## config.mk

```make
export PLATFORM = sky130hd
export DESIGN_NAME = periph_bus_arbiter_flat
export DESIGN_NICKNAME = d
export VERILOG_FILES = /design/src/rtl/periph_bus_arbiter_if.sv /design/src/rtl/periph_bus_arbiter.sv /design/src/flat_wrapper.sv
export SDC_FILE = /design/constraint.sdc
export NUM_CORES = 1
export LEC_CHECK = 0
export ABC_AREA = 1
export CORE_AREA = 2 2 121 123
export CTS_CLUSTER_SIZE = 10
export DETAILED_ROUTE_END_ITERATION = 8
export DIE_AREA = 0 0 123 125
export PLACE_DENSITY_LB_ADDON = 0.15
export REMOVE_ABC_BUFFERS = 1
export SETUP_SLACK_MARGIN = 0.5
export SLEW_MARGIN = 20
export SYNTH_ARGS = -nofsm -noshare
export SYNTH_HDL_FRONTEND = slang
export SYNTH_SLANG_ARGS = --single-unit
```

## constraint.sdc

```tcl
create_clock -name cpu_clk -period 3.2 [get_ports cpu_clk]
set_clock_uncertainty 0.05 [all_clocks]
set_input_delay 0.32 -clock cpu_clk [delete_from_list [all_inputs] [get_ports cpu_clk]]
set_output_delay 0.32 -clock cpu_clk [all_outputs]
set_load 0.1 [all_outputs]
```

## src/rtl/periph_bus_arbiter_if.sv

```systemverilog
// Peripheral register bus interface (PicoRV32-style valid/ready handshake).
//   valid : request from the bus master
//   addr  : byte address
//   wdata : write data
//   wstrb : byte strobes, 0 = read
//   ready : one-cycle completion pulse from the slave
//   rdata : read data, meaningful while ready is high
// Modports: master (drives the request), slave (answers it).
interface periph_bus_arbiter_if;
    localparam int unsigned ADDR_W = 32;
    localparam int unsigned DATA_W = 32;
    localparam int unsigned STRB_W = 4;

    logic              valid;
    logic [ADDR_W-1:0] addr;
    logic [DATA_W-1:0] wdata;
    logic [STRB_W-1:0] wstrb;
    logic              ready;
    logic [DATA_W-1:0] rdata;

    modport master (output valid, addr, wdata, wstrb, input  ready, rdata);
    modport slave  (input  valid, addr, wdata, wstrb, output ready, rdata);
endinterface

```

## src/rtl/periph_bus_arbiter.sv

```systemverilog
// Two-master / one-slave arbiter for the peripheral register bus.
// Round-robin grant, locked for the whole transfer, one forced idle cycle
// between transfers. Optional watchdog (macro PERIPH_ARB_WATCHDOG_EN)
// terminates a transfer the slave never acknowledges.
// Ports:
//   cpu_clk    : clock
//   reset      : synchronous, active-high reset
//   m0, m1     : master-side buses (CPU, debug/DMA engine)
//   s          : slave-side bus
//   err_clr    : clears err_flag
//   err_flag   : sticky watchdog-fired flag
//   err_master : master that was granted when the watchdog last fired
module periph_bus_arbiter #(
    parameter int unsigned TIMEOUT_CYCLES = 255,
    parameter logic [31:0] ERR_RDATA      = 32'hDEAD_BEEF
) (
    input  logic                   cpu_clk,
    input  logic                   reset,
    periph_bus_arbiter_if.slave    m0,
    periph_bus_arbiter_if.slave    m1,
    periph_bus_arbiter_if.master   s,
    input  logic                   err_clr,
    output logic                   err_flag,
    output logic                   err_master
);

    typedef enum logic [1:0] {
        IDLE = 2'd0,
        GNT0 = 2'd1,
        GNT1 = 2'd2
    } state_t;

    state_t      r_state;
    logic        r_last_grant;
    logic [31:0] r_m0_rdata;
    logic [31:0] r_m1_rdata;

    logic        w_active;
    logic        w_timeout;
    logic        w_done;
    logic        w_m0_ready;
    logic        w_m1_ready;
    logic [31:0] w_dlv_rdata;

    // last_grant equals the owner during GNTx, so it alone steers the mux
    assign w_active = (r_state != IDLE);
    assign w_done   = w_active && (s.ready || w_timeout);

    // s_ready has priority: w_timeout only asserts while s_ready is low
    assign w_dlv_rdata = w_timeout ? ERR_RDATA : s.rdata;

    assign s.valid = w_active;
    assign s.addr  = r_last_grant ? m1.addr  : m0.addr;
    assign s.wdata = r_last_grant ? m1.wdata : m0.wdata;
    assign s.wstrb = w_active ? (r_last_grant ? m1.wstrb : m0.wstrb) : 4'b0000;

    assign w_m0_ready = w_done && (r_state == GNT0);
    assign w_m1_ready = w_done && (r_state == GNT1);

    assign m0.ready = w_m0_ready;
    assign m1.ready = w_m1_ready;
    assign m0.rdata = w_m0_ready ? w_dlv_rdata : r_m0_rdata;
    assign m1.rdata = w_m1_ready ? w_dlv_rdata : r_m1_rdata;

    // Grant FSM and delivered-data capture
    always_ff @(posedge cpu_clk) begin
        if (reset) begin
            r_state      <= IDLE;
            r_last_grant <= 1'b1;
            r_m0_rdata   <= 32'h0;
            r_m1_rdata   <= 32'h0;
        end else begin
            case (r_state)
                IDLE: begin
                    if (m0.valid && (!m1.valid || r_last_grant)) begin
                        r_state      <= GNT0;
                        r_last_grant <= 1'b0;
                    end else if (m1.valid) begin
                        r_state      <= GNT1;
                        r_last_grant <= 1'b1;
                    end
                end
                GNT0, GNT1: begin
                    if (w_done) begin
                        r_state <= IDLE;
                    end
                end
                default: r_state <= IDLE;
            endcase

            if (w_m0_ready) begin
                r_m0_rdata <= w_dlv_rdata;
            end
            if (w_m1_ready) begin
                r_m1_rdata <= w_dlv_rdata;
            end
        end
    end

`ifdef PERIPH_ARB_WATCHDOG_EN
    localparam int unsigned WD_W = 16;

    logic [WD_W-1:0] r_wd_cnt;
    logic            r_err_flag;
    logic            r_err_master;

    assign w_timeout  = w_active && !s.ready && (r_wd_cnt == WD_W'(TIMEOUT_CYCLES - 1));
    assign err_flag   = r_err_flag;
    assign err_master = r_err_master;

    // Stall counter (cleared in IDLE, so every grant starts from 0) and sticky error
    always_ff @(posedge cpu_clk) begin
        if (reset) begin
            r_wd_cnt     <= '0;
            r_err_flag   <= 1'b0;
            r_err_master <= 1'b0;
        end else begin
            if (!w_active) begin
                r_wd_cnt <= '0;
            end else if (!s.ready) begin
                r_wd_cnt <= r_wd_cnt + WD_W'(1);
            end

            // a firing watchdog beats a simultaneous clear
            if (w_timeout) begin
                r_err_flag   <= 1'b1;
                r_err_master <= (r_state == GNT1);
            end else if (err_clr) begin
                r_err_flag <= 1'b0;
            end
        end
    end
`else
    logic w_unused;

    assign w_timeout  = 1'b0;
    assign err_flag   = 1'b0;
    assign err_master = 1'b0;
    assign w_unused   = ^{err_clr, 16'(TIMEOUT_CYCLES)};
`endif

endmodule

```

## src/flat_wrapper.sv

```systemverilog
// flat-port wrapper written by rule: the top's interface ports become plain ports
module periph_bus_arbiter_flat 
#(
    parameter int unsigned TIMEOUT_CYCLES = 255,
    parameter logic [31:0] ERR_RDATA      = 32'hDEAD_BEEF
)
  (cpu_clk, reset, err_clr, err_flag, err_master, m0_valid, m0_addr, m0_wdata, m0_wstrb, m0_ready, m0_rdata, m1_valid, m1_addr, m1_wdata, m1_wstrb, m1_ready, m1_rdata, s_valid, s_addr, s_wdata, s_wstrb, s_ready, s_rdata);
  periph_bus_arbiter_if m0_i ();
  periph_bus_arbiter_if m1_i ();
  periph_bus_arbiter_if s_i ();
  input  logic cpu_clk;
  input  logic reset;
  input  logic err_clr;
  output logic err_flag;
  output logic err_master;
  input wire logic [$bits(m0_i.valid)-1:0] m0_valid;
  input wire logic [$bits(m0_i.addr)-1:0] m0_addr;
  input wire logic [$bits(m0_i.wdata)-1:0] m0_wdata;
  input wire logic [$bits(m0_i.wstrb)-1:0] m0_wstrb;
  output wire logic [$bits(m0_i.ready)-1:0] m0_ready;
  output wire logic [$bits(m0_i.rdata)-1:0] m0_rdata;
  input wire logic [$bits(m1_i.valid)-1:0] m1_valid;
  input wire logic [$bits(m1_i.addr)-1:0] m1_addr;
  input wire logic [$bits(m1_i.wdata)-1:0] m1_wdata;
  input wire logic [$bits(m1_i.wstrb)-1:0] m1_wstrb;
  output wire logic [$bits(m1_i.ready)-1:0] m1_ready;
  output wire logic [$bits(m1_i.rdata)-1:0] m1_rdata;
  output wire logic [$bits(s_i.valid)-1:0] s_valid;
  output wire logic [$bits(s_i.addr)-1:0] s_addr;
  output wire logic [$bits(s_i.wdata)-1:0] s_wdata;
  output wire logic [$bits(s_i.wstrb)-1:0] s_wstrb;
  input wire logic [$bits(s_i.ready)-1:0] s_ready;
  input wire logic [$bits(s_i.rdata)-1:0] s_rdata;
  assign m0_i.valid = m0_valid;
  assign m0_i.addr = m0_addr;
  assign m0_i.wdata = m0_wdata;
  assign m0_i.wstrb = m0_wstrb;
  assign m0_ready = m0_i.ready;
  assign m0_rdata = m0_i.rdata;
  assign m1_i.valid = m1_valid;
  assign m1_i.addr = m1_addr;
  assign m1_i.wdata = m1_wdata;
  assign m1_i.wstrb = m1_wstrb;
  assign m1_ready = m1_i.ready;
  assign m1_rdata = m1_i.rdata;
  assign s_valid = s_i.valid;
  assign s_addr = s_i.addr;
  assign s_wdata = s_i.wdata;
  assign s_wstrb = s_i.wstrb;
  assign s_i.ready = s_ready;
  assign s_i.rdata = s_rdata;
  periph_bus_arbiter #(.TIMEOUT_CYCLES(TIMEOUT_CYCLES), .ERR_RDATA(ERR_RDATA)) u_core (.cpu_clk(cpu_clk), .reset(reset), .m0(m0_i), .m1(m1_i), .s(s_i), .err_clr(err_clr), .err_flag(err_flag), .err_master(err_master));
endmodule
```

# ---- Word level (Yosys, flattened, before mapping)
# Cells that the tools add are included.
dict set report op_classes {
  n_reduce_logical 12
  eq_ne 4
  n_mux 12
}
# operator count
set ops {}
lappend ops {{$mux W32} 4}
lappend ops {{$mux W4} 2}
lappend ops {{$mux W2} 3}
lappend ops {{$logic_and A1 B1 Y1} 4}
lappend ops {{$pmux W2 S2} 1}
lappend ops {{$reduce_and A2 Y1} 2}
lappend ops {{$reduce_bool A2 Y1} 2}
lappend ops {{$ne A3 B2 Y1 const B} 1}
lappend ops {{$eq A2 B1 Y1 const B} 1}
lappend ops {{$eq A2 B2 Y1 const B} 1}
lappend ops {{$logic_not A2 Y1} 1}
lappend ops {{$mux W1} 2}
lappend ops {{$ne A2 B1 Y1 const B} 1}
lappend ops {{$reduce_or A2 Y1} 1}
lappend ops {{$logic_not A1 Y1} 1}
lappend ops {{$logic_or A1 B1 Y1} 1}
dict set report totals {
  in_bits 174
  output_inout_bits 137
  ff_bits 67
}

# ---- Longest topological paths before layout
# Gate-level depths: netlist of the first run.
dict set report depth {
  depth_word 5
  mapped_depth 10
  ltp_nobuf 10
}

# ---- Worst setup path after synthesis of the first run
# No wires, ideal clock.
dict set report synth_timing {
  path_type {register -> output}
  start {register u_core.r_state[0]}
  end {output port s_wstrb[0]}
  t_arrival_ns 2.060
  stages_incl_launch_ff 6
  path_slack_ns 0.770
  t_required_ns 2.830
  path_cell_list {dfxtp_1 -> inv_1 -> ha_1 -> inv_2 -> o21ai_0 -> nor2_1}
}
dict set report synth_via {
  elab_chain_len 2
}
# item line
set synth_lines {}
lappend synth_lines {{start: declaration} periph_bus_arbiter.sv:33} ;# state_t r_state;
lappend synth_lines {{start signal: assignment} periph_bus_arbiter.sv:68} ;# r_state <= IDLE;
lappend synth_lines {{start signal: assignment} periph_bus_arbiter.sv:76} ;# r_state <= GNT0;
lappend synth_lines {{start signal: assignment} periph_bus_arbiter.sv:79} ;# r_state <= GNT1;
lappend synth_lines {{$reduce_bool A2 Y1} periph_bus_arbiter.sv:46} ;# assign w_active = (r_state != IDLE);
lappend synth_lines {{$mux W4} periph_bus_arbiter.sv:55} ;# assign s.wstrb = w_active ? (r_last_grant ? m1.wstrb : m0.wstrb) : 4'b0000;
lappend synth_lines {{end: declaration} flat_wrapper.sv:31} ;# output wire logic [$bits(s_i.wstrb)-1:0] s_wstrb;
# Every way passes these cells.

# ---- Final worst setup path of the first run
dict set report layout_timing {
  start {register u_core.r_state[0]}
  end {output port m0_rdata[3]}
}
dict set report layout_via {
  elab_chain_len 4
  word_cells_on_any_way 5
  classes_between {1 x eq/ne; 1 x mux; 3 x reduce/logical}
}
# item line
set layout_lines {}
lappend layout_lines {{$reduce_bool A2 Y1} periph_bus_arbiter.sv:46}
lappend layout_lines {{$logic_and A1 B1 Y1} periph_bus_arbiter.sv:47} ;# assign w_done = w_active && (s.ready || w_timeout);
lappend layout_lines {{$logic_and A1 B1 Y1 *} periph_bus_arbiter.sv:57} ;# assign w_m0_ready = w_done && (r_state == GNT0);
lappend layout_lines {{$mux W32 *} periph_bus_arbiter.sv:62} ;# assign m0.rdata = w_m0_ready ? w_dlv_rdata : r_m0_rdata;
lappend layout_lines {{end: declaration} flat_wrapper.sv:21} ;# output wire logic [$bits(m0_i.rdata)-1:0] m0_rdata;
# Mark *: on every way between the ends. The rest lies on a longest branch, timed or not.

==> reports/metrics.cfg, run 1 <==
[run_status]
status = completed

[finish]
drive_gt1_share_pct = 34.61
fillers = 1363
final_util_pct = 57.70
antenna_cells = 0
fin_nets = 1142
syn2layout_area_growth_pct = 87.57
instances_no_fill = 1152

[timing]
fmax_mhz = 390.0
setup_viol = 0
rsz0062_at_grt = yes
slew_viol_final = 0
relSlewSlack_pct = 56.47
fin_crit_sh_pct = 80.13
fin_ws_ns = 0.6359
hold_violations = 0
worst_pin_slew_ns = 0.6530
min_period_ns = 2.564

[routing]
vias = 4729
wl_um = 15590
ant_nets = 0
drt_iter0_drc = 164
drt_first_pass_iters = 5
vias_per_cell = 4.105
wl_per_cell_um = 13.54
drcViolationCount = 0

[clock_network]
postCtsHoldBufs = 0
numCtsBuffers = 9
clkTransAtPathRegs_ns = 0.05
cts_tree = done
ctsRootBufferMaster = clkbuf_16
insertion_delay_ns = 0.32
clock-sinks = 67
cts_max_path_buffers = 2
htree_levels = 3

[global_routing]
grt_pass1_wl_um = 23640
grt_max_degree = 69
grt.overflow.total = 0
track_usage_pct = 20.34
grt_antenna_before_repair = 0
grt_pass1_vias = 4291

[power_and_ir_drop]
vdd_drop_max_v = 0.0004952
power_density_mw_per_mm2 = 926.1
p_leak_uw = 0.004360

[floorplan]
num_rows = 44
die_area_mm2 = 0.01538
die_h_um = 125
initial_utilization_pct = 30.76
dieWidth_um = 123
core_region_area_mm2 = 0.01420
io_pins = 311

[synth]
syn_area_per_cell_um2 = 6.580
synth_xor_area_share_pct = 0
ys_seq_elements = 67
ys_warn_count = 0
yosysUniqueCellTypes = 22
ys_seq_area_share_pct = 30.70
synth_area_mm2 = 0.004369
postSynthCellCount = 664
synth_fa_ha_area_share_pct = 1.145
synthMuxAreaShare_pct = 0
synth_top_family_by_area = simple AND/OR/NAND/NOR gates
synth-compound-area-share_pct = 13.63
synth-simple-area-share_pct = 36.28

[worst_setup_path]
cp_max_fo = 13
critPathLaunch = u_core.r_state[0]$_SDFFE_PP0P_
worstSetupStartpointType = flop
arrival_ns = 2.19
crit_type = flop to primary output
r2r_start = u_core.r_state[0]$_SDFFE_PP0P_
crit_required_ns = 2.83
end_kind = primary output

[placement]
place_ws_ns = 0.6028
port_buffers = 307
place_hpwl_um = 12620
place.gp.congestion = 0.8586
place_inst = 1127

[min_path]
hold_class = primary input to flop
hp-start = reset

[flow_run]
drv_cap = 0

synth_stat cells (all sizes together):
master / count / share of area (%)
a21oi: 1 / 0.11
buf: 25 / 5.0
clkbuf: 13 / 1.2
conb: 1 / 0.086
dfxtp: 67 / 31
ha: 4 / 1.1
inv: 139 / 12
nand2: 265 / 26
nand3: 3 / 0.57
nor2: 76 / 9.4
o21ai: 70 / 14
cells by family after synthesis:
family / Yosys count
AND/OR/NAND/NOR: 344
buffers and inverters: 177
AO/OA/AOI/OAI: 71
flip-flops: 67
adder cells (fa/ha/maj): 4
other: 1
critical path, stage by stage, from the launching register on:
cell,delay (ns)
dfxtp_1,0.33
inv_1,0.10
ha_1,0.25
inv_2,0.23
nand3_4,0.24
buf_4,0.26
nand2_1,0.07
o21ai_2,0.06
inv_1,0.05
buf_4,0.28
worst paths after layout:
path / endpoint / slack (ns) / depth (start not counted)
max: m0_rdata[3] / 0.64 / 9
min: u_core.r_m0_rdata[8]$_SDFF_PP0_ / 0.42 / 2
max reg2reg: u_core.r_m0_rdata[14]$_SDFF_PP0_ / 1.41 / 7
min reg2reg: u_core.r_m0_rdata[3]$_SDFF_PP0_ / 0.47 / 4
layout by cell type (no fill, tap or decap):
cell,n
o21ai_0,6
buf_4,98
inv_2,2
clkdlybuf4s50_1,171
o21ai_2,64
nor2_2,50
clkinv_2,3
clkbuf_8,1
dfxtp_2,1
clkbuf_16,9
nor2_1,26
nand3_1,1
ha_1,4
nand2_2,41
nand2_4,7
clkbuf_1,2
conb_1,2
dfxtp_1,66
nand3_4,3
inv_1,137
a21oi_1,1
buf_12,56
nand2_1,217
per-stage QoR:
stage               setup TNS [ns]  total power (uW)  hold slack (ns)  area, um2
floorplan                   -8.161              5030           0.3369       4101
global placement                 0              6712           0.4606       7849
detailed placement               0              6731           0.4677       7849
global route                     0              7902           0.4472       8195
finish                           0              7590           0.4194       8195
CTS                              0              7639           0.4310       8120
power breakdown:
group / total [uW] / internal, uW / switching, uW
Combinational: 5710 / 1500 / 4210
Sequential: 1010 / 953 / 55.7
Clock: 876 / 537 / 339
Total: 7590 / 2990 / 4600
per-layer routing:
metal  vias up  global-route usage (%)  part of all wire, %
met5         -                       0                    0
met4         0                   5.816                  2.0
met3        20                   6.843                  8.3
met2       167                   34.35                   49
met1      2020                   24.38                   41
li1       2522                       -                    -
cell type report:
cell class,count,area [um2],share of cell area [%]
inverter,139,521.8,6.366
tap,184,230.2,2.809
sequential,67,1343,16.38
timing repair buffer,325,3568,43.54
clock inverter,3,15.01,0.1832
multi-input combinational,422,2271,27.71
clock buffer,12,246.5,3.008
repair_timing:
item                       in CTS  in global routing
cloned                          1                  0
pin swaps                       1                  0
buffers inserted                0                  9
gates resized for setup         0                  1
setup endpoints to repair      20                 28
registers in the layout (all words and copies together), names as in the netlist:
name	cells
u_core.r_state	2
u_core.r_m1_rdata	32
u_core.r_last_grant	1
u_core.r_m0_rdata	32
No activity file was read; power rests on OpenSTA's default activity.
==> run 2, diff against run 1 <==
--- a/config.mk
+++ b/config.mk
@@ -6,10 +6,10 @@
 export NUM_CORES = 1
 export LEC_CHECK = 0
 export ABC_AREA = 1
-export CORE_AREA = 2 2 121 123
+export CORE_AREA = 2 2 120 122
 export CTS_CLUSTER_SIZE = 10
 export DETAILED_ROUTE_END_ITERATION = 8
-export DIE_AREA = 0 0 123 125
+export DIE_AREA = 0 0 122 124
 export PLACE_DENSITY_LB_ADDON = 0.15
 export REMOVE_ABC_BUFFERS = 1
 export SETUP_SLACK_MARGIN = 0.5
==> constraint.sdc (replaced) <==
create_clock -name cpu_clk -period 2.66 [get_ports cpu_clk]
set_clock_uncertainty 0.05 [all_clocks]
set_input_delay 0.266 -clock cpu_clk [delete_from_list [all_inputs] [get_ports cpu_clk]]
set_output_delay 0.266 -clock cpu_clk [all_outputs]
set_load 0.1 [all_outputs]
==> run 2 against run 1 <==
Critical path depth is the same. Largest power group unchanged. Combinational power grew 44%. Highest routed layer unchanged. Cell area grew 19%. Flip-flop and latch count is the same.
==> reports/metrics.cfg, run 2 (synthesis gave the netlist of run 1 again) <==
[run_status]
status = completed

[clock_network]
clock-sinks = 67
clkTransAtPathRegs_ns = 0.06
cts_tree = done
htree_levels = 3
cts_max_path_buffers = 2
insertion_delay_ns = 0.33
ctsRootBufferMaster = clkbuf_16
numCtsBuffers = 9

[finish]
layout_common_cells = nand2_1 (209), clkdlybuf4s50_1 (171), buf_12 (142), inv_1 (103), dfxtp_1 (64)
fin_nets = 1149
syn2layout_area_growth_pct = 123.7
layout_commonest_cell = nand2_1
fillers = 1038
drive_gt1_share_pct = 39.96
top_regs = u_core.r_m0_rdata x32, u_core.r_m1_rdata x32, u_core.r_state x2
final_util_pct = 71.25
antenna_cells = 0

[power_and_ir_drop]
p_total_uw = 10610
swShare_pct = 56.16
pwr-share-comb_pct = 77.4
seqPwrFrac_pct = 11.3
p_leak_uw = 0.004765
clock_power_share_pct = 11.4
power_switching_uw = 5959
power_density_mw_per_mm2 = 1085
vdd_drop_max_v = 0.0005159
p_int_uw = 4652

[global_routing]
grt_antenna_before_repair = 0
grt.overflow.total = 0
track_usage_pct = 23.24
grt_pass1_wl_um = 26170
grt_pass1_vias = 4671
grt_max_degree = 71

[flow_run]
drv_cap = 0

[routing]
wl_per_cell_um = 15.76
wl_um = 18220
ant_nets = 0
vias = 4941
drcViolationCount = 0
vias_per_cell = 4.274
drt_iter0_drc = 205
drt_first_pass_iters = 4

[floorplan]
die_area_mm2 = 0.01513
initial_utilization_pct = 31.85
core_region_area_mm2 = 0.01372
dieWidth_um = 122
io_pins = 311
num_rows = 43
die_h_um = 124

[timing]
setup-tns-final_ns = 0
rsz0062_at_grt = yes
setup_viol = 0
fin_crit_sh_pct = 81.49
fmax_mhz = 461.3
slew_viol_final = 0
relSlewSlack_pct = 58.02
worst_pin_slew_ns = 0.6296
min_period_ns = 2.168
hold_violations = 0

[worst_setup_path]
end_kind = primary output
worstSetupStartpointType = flop
crit_type = flop to primary output
crit_required_ns = 2.34
cp_max_fo = 7
r2r_setup_slack_ns = 1.03
arrival_ns = 1.85

[placement]
place_hpwl_um = 14110
port_buffers = 307
place.gp.congestion = 0.8739

[min_path]
hold_class = primary input to flop

==> run 2: metrics by stage <==
step	std cells	worst slack, ns	hold WS [ns]	cell area [um2]
after floorplan	627	-0.8627	0.2829	4101
after global placement	1124	0.5295	0.4601	8890
after detailed placement	1124	0.5177	0.4634	8890
after CTS	1147	0.4977	0.3850	9348
after global routing	1156	0.4277	0.3931	9776
final	1156	0.4923	0.3689	9776
==> run 2: cell type report <==
| class | instances | area, um2 | share of cell area, % |
|---|---|---|---|
| repair buffers | 333 | 4835 | 49.46 |
| flip-flops and latches | 67 | 1345 | 13.76 |
| clock buffers | 10 | 239.0 | 2.445 |
| well taps | 180 | 225.2 | 2.304 |
| inverters | 139 | 530.5 | 5.427 |
| clock inverters | 6 | 65.06 | 0.6656 |
| multi-input cells | 421 | 2536 | 25.94 |
==> run 2: metal layers <==
layer	up-vias	global-route usage (%)	wire length, um
met5	-	0	0
met4	0	11.06	707
met3	31	8.791	1681
met2	205	38.97	8951
met1	2172	26.08	6876
li1	2533	-	-
==> run 2: timing repair <==
action,CTS,global route
cloned,2,3
setup endpoints to repair,67,48
setup buffers,5,6
pin swaps,2,4
resized for setup,15,89
hold buffers,0,0
==> run 2: worst paths after layout <==
kind / cells after the start / to / start
worst min-delay path: 2 / u_core.r_m1_rdata[14]$_SDFF_PP0_ / reset
worst min register to register: 4 / u_core.r_m0_rdata[2]$_SDFF_PP0_ / u_core.r_m0_rdata[2]$_SDFF_PP0_
worst max register to register: 9 / u_core.r_m1_rdata[6]$_SDFF_PP0_ / u_core.r_state[0]$_SDFFE_PP0P_
worst max-delay path: 9 / m1_rdata[6] / u_core.r_state[0]$_SDFFE_PP0P_
==> run 2: worst max-delay path, cell delays in order (launching register included) <==
cell and delay [ns]:
dfxtp_2 0.35, inv_4 0.05, ha_4 0.17, inv_4 0.08, nand3_4 0.11, buf_12 0.17
clkbuf_16 0.17, o21ai_4 0.17, inv_2 0.07, buf_12 0.16
==> run 2: power by group through the flow <==
stage	clock, uW	sequential, uW	combinational [uW]
2_1_floorplan	0	1250	4800
3_3_place_gp	0	1200	7850
3_5_place_dp	0	1210	7880
4_1_cts	1230	1190	7980
5_1_grt	1270	1210	8500
6_report	1210	1190	8210
==> run 3, diff against run 2 <==
--- a/config.mk
+++ b/config.mk
@@ -6,10 +6,10 @@
 export NUM_CORES = 1
 export LEC_CHECK = 0
 export ABC_AREA = 1
-export CORE_AREA = 2 2 120 122
+export CORE_MARGIN = 2
+export CORE_UTILIZATION = 32
 export CTS_CLUSTER_SIZE = 10
 export DETAILED_ROUTE_END_ITERATION = 8
-export DIE_AREA = 0 0 122 124
 export PLACE_DENSITY_LB_ADDON = 0.15
 export REMOVE_ABC_BUFFERS = 1
 export SETUP_SLACK_MARGIN = 0.5
==> constraint.sdc (replaced) <==
create_clock -name cpu_clk -period 1.84 [get_ports cpu_clk]
set_clock_uncertainty 0.05 [all_clocks]
set_input_delay 0.184 -clock cpu_clk [delete_from_list [all_inputs] [get_ports cpu_clk]]
set_output_delay 0.184 -clock cpu_clk [all_outputs]
set_load 0.1 [all_outputs]
==> run 3 against run 2 <==
The run now fails in global routing. Synthesized area unchanged. Synthesized cell count unchanged.
==> reports/metrics.cfg, run 3 <==
[run_status]
status = aborted with a tool error
haltStage = global routing
error = [ERROR DPL-0038] Utilization greater than 100%, impossible to legalize

[clock_network]
htree_levels = 3
postCtsHoldBufs = 0
clock-sinks = 67
ctsRootBufferMaster = clkbuf_16
cts_max_path_buffers = 2
numCtsBuffers = 9

[synth]
synth-async-reset-ratio_pct = 0
synthFlopType = dfxtp_1
synth_common_cells = nand2_1 (217), inv_1 (137), dfxtp_1 (67), o21ai_2 (64), nor2_2 (50)
ys_seq_area_share_pct = 30.70
ys_seq_elements = 67
synth_most_common_cell = nand2_1
synth_edf_count = 0
yosysUniqueCellTypes = 22
syn_area_per_cell_um2 = 6.580
synth_area_mm2 = 0.004369
synth_top_area_share_pct = 30.70
ys_warn_count = 0
yosys-top-cells-area = dfxtp_1 (31%), nand2_1 (19%), o21ai_2 (13%)
postSynthCellCount = 664
synth_top_area_cell = dfxtp_1

[floorplan]
dieWidth_um = 120.9
initial_utilization_pct = 32.86
num_rows = 42
io_pins = 311
die_h_um = 120.9

[placement]
place.gp.congestion = 0.8583
port_buffers = 307
place_hpwl_um = 14520
place_inst = 1180

[timing]
worstEndpointType = output port
worst_endpoint = m0_rdata[25]

[global_routing]
grt_max_degree = 34

run 3: kinds of logic after synthesis:
kind of cell | Yosys count | synth area share, %
other | 1 | 0.08583
adders and majority gates | 4 | 1.146
and+or+nand+nor | 344 | 36.28
DFF | 67 | 30.70
buffers and inverters | 177 | 18.16
AOI/OAI and AO/OA | 71 | 13.63
run 3: per-stage QoR:
stage	TNS (ns)	area [um2]	hold WS [ns]	util [%]	setup slack, ns
2_1_floorplan	-221.72	4101	0.2009	-	-1.601
3_3_place_gp	0	9398	0.4582	70.69	0.01988
3_5_place_dp	-0.05691	9398	0.4687	70.69	-0.03383
4_1_cts	-15.90	12680	0.2524	95.38	-0.3066
run 3: what timing repair did:
action                     in CTS
setup endpoints to repair     201
resized for setup             519
buffers inserted               43
cloned                         27
pin swaps                      71
==> run 4, diff against run 3 <==
--- a/config.mk
+++ b/config.mk
@@ -6,13 +6,11 @@
 export NUM_CORES = 1
 export LEC_CHECK = 0
 export ABC_AREA = 1
-export CORE_MARGIN = 2
-export CORE_UTILIZATION = 32
-export CTS_CLUSTER_SIZE = 10
+export CORE_AREA = 2 2 120 122
 export DETAILED_ROUTE_END_ITERATION = 8
+export DIE_AREA = 0 0 122 124
 export PLACE_DENSITY_LB_ADDON = 0.15
 export REMOVE_ABC_BUFFERS = 1
-export SETUP_SLACK_MARGIN = 0.5
 export SLEW_MARGIN = 20
 export SYNTH_ARGS = -nofsm -noshare
 export SYNTH_HDL_FRONTEND = slang
==> constraint.sdc (replaced) <==
create_clock -name cpu_clk -period 2.4 [get_ports cpu_clk]
set_clock_uncertainty 0.05 [all_clocks]
set_input_delay 0.24 -clock cpu_clk [delete_from_list [all_inputs] [get_ports cpu_clk]]
set_output_delay 0.24 -clock cpu_clk [all_outputs]
set_load 0.1 [all_outputs]
==> run 4 against run 3 <==
The flow now finishes without violations.
==> reports/metrics.cfg, run 4 (synthesis gave the netlist of run 1 again) <==
[timing]
worst_pin_slew_ns = 0.5316
setup_viol = 0
fin_crit_sh_pct = 96.23
fmax_mhz = 433.0
slew_viol_final = 0
hold_violations = 0
relSlewSlack_pct = 64.56
min_period_ns = 2.310
fin_ws_ns = 0.09040

[global_routing]
top_usage_layer = met2
use_met2_pct = 38.27
grt_pass1_wl_um = 24740
grt_antenna_before_repair = 0
grt_use_met1_pct = 25.27
grt.overflow.total = 0
grt_pass1_vias = 4422
use_met3_pct = 7.005
grt_max_degree = 71
track_usage_pct = 21.87

[min_path]
hold_class = primary input to flop

[routing]
vias_per_cell = 4.155
drt_iter0_drc = 182
wl_um = 16910
wl_per_cell_um = 14.85
drt_first_pass_iters = 4
drcViolationCount = 0
ant_nets = 0
vias = 4733

[worst_setup_path]
arrival_ns = 2.02
cpLargestDelayFamily = buffers and inverters
worstSetupStartpointType = flop
crit_path_frequent_cell = inv_1
end_kind = primary output
path_cells = inv_1, ha_1, inv_4, nand3_4, clkbuf_16, o21ai_2, inv_1, buf_12
cp_slowest_cell = dfxtp_1
crit_required_ns = 2.11
crit_type = flop to primary output
critPathBufInv = 5
cpPeakStageDelay_ns = 0.34
cp_max_fo = 32

[finish]
regArea_mm2 = 0.001343
multi_input_area_mm2 = 0.002253
instances_no_fill = 1139
antenna_cells = 0
syn2layout_area_growth_pct = 112.6
fin_nets = 1132
layout_commonest_cell = nand2_1
fillers = 1113
drive_gt1_share_pct = 34.10
layout_common_cells = nand2_1 (217), clkdlybuf4s50_1 (171), buf_12 (139), inv_1 (137), dfxtp_1 (66)
top_regs = u_core.r_m0_rdata x32, u_core.r_m1_rdata x32, u_core.r_state x2

[floorplan]
die_area_mm2 = 0.01513
io_pins = 311
die_h_um = 124
dieWidth_um = 122
initial_utilization_pct = 31.85
core_region_area_mm2 = 0.01372
num_rows = 43

[power_and_ir_drop]
pwr-share-comb_pct = 74.9
seqPwrFrac_pct = 11.3
swShare_pct = 54.97
p_leak_uw = 0.004690
power_switching_uw = 6400
p_int_uw = 5242
power_density_mw_per_mm2 = 1253
clock_power_share_pct = 13.8
vdd_drop_max_v = 0.0005679

[clock_network]
ctsRootBufferMaster = clkbuf_16
clkTransAtPathRegs_ns = 0.06
numCtsBuffers = 9
postCtsHoldBufs = 0
insertion_delay_ns = 0.32
cts_max_path_buffers = 2
htree_levels = 3
cts_tree = done
clock-sinks = 67

[flow_run]
drv_cap = 0

[placement]
place_hpwl_um = 13990
port_buffers = 307
place.gp.congestion = 0.8752
place_inst = 1122
place_ws_ns = 0.3441

[run_status]
status = completed

run 4: routing by layer:
| metal | up-vias | part of all wire, % |
|---|---|---|
| met3 | 18 | 8.4 |
| li1 | 2494 | - |
| met1 | 2039 | 39 |
| met2 | 182 | 51 |
| met5 | - | 0 |
| met4 | 0 | 2.1 |
run 4: path summary, 6_finish.rpt:
kind | start | to | slack (ns) | depth (start not counted)
max | u_core.r_state[0]$_SDFFE_PP0P_ | m1_rdata[9] | 0.09 | 8
min | reset | u_core.r_m0_rdata[28]$_SDFF_PP0_ | 0.31 | 2
max reg2reg | u_core.r_state[0]$_SDFFE_PP0P_ | u_core.r_m1_rdata[9]$_SDFF_PP0_ | 0.76 | 7
min reg2reg | u_core.r_m0_rdata[31]$_SDFF_PP0_ | u_core.r_m0_rdata[31]$_SDFF_PP0_ | 0.47 | 4
run 4: final cells by class:
type | instances | area share (%)
multi-input combinational | 421 | 24.26
tap | 180 | 2.425
clock buffer | 10 | 2.465
clock inverter | 6 | 1.482
inverter | 139 | 5.644
timing repair buffer | 316 | 49.27
sequential | 67 | 14.45
run 4: stage by stage:
stage / cell area (um2) / hold slack, ns / utilization (%) / TNS (ns) / total power [uW]
after detailed placement: 8887 / 0.4651 / 64.78 / 0 / 10080
after floorplan: 4101 / 0.2569 / - / -117.69 / 6706
after CTS: 9254 / 0.3154 / 67.45 / 0 / 11710
after global placement: 8887 / 0.4586 / 64.78 / 0 / 10030
after global routing: 9289 / 0.3250 / 67.71 / -0.009801 / 12060
final: 9289 / 0.3147 / 67.71 / 0 / 11640
run 4: repair_timing:
| action | CTS | global route |
|---|---|---|
| endpoints found under the hold margin | 0 | 0 |
| resized for setup | 0 | 2 |
| endpoints found under the setup margin | 0 | 29 |
| setup buffers | 0 | 0 |
run 4: power by group through the flow:
stage	sequential, uW	clock (uW)	combinational, uW
finish	1310	1610	8720
global route	1330	1690	9040
CTS	1310	1640	8760
detailed placement	1340	0	8740
global placement	1330	0	8700
floorplan	1380	0	5320
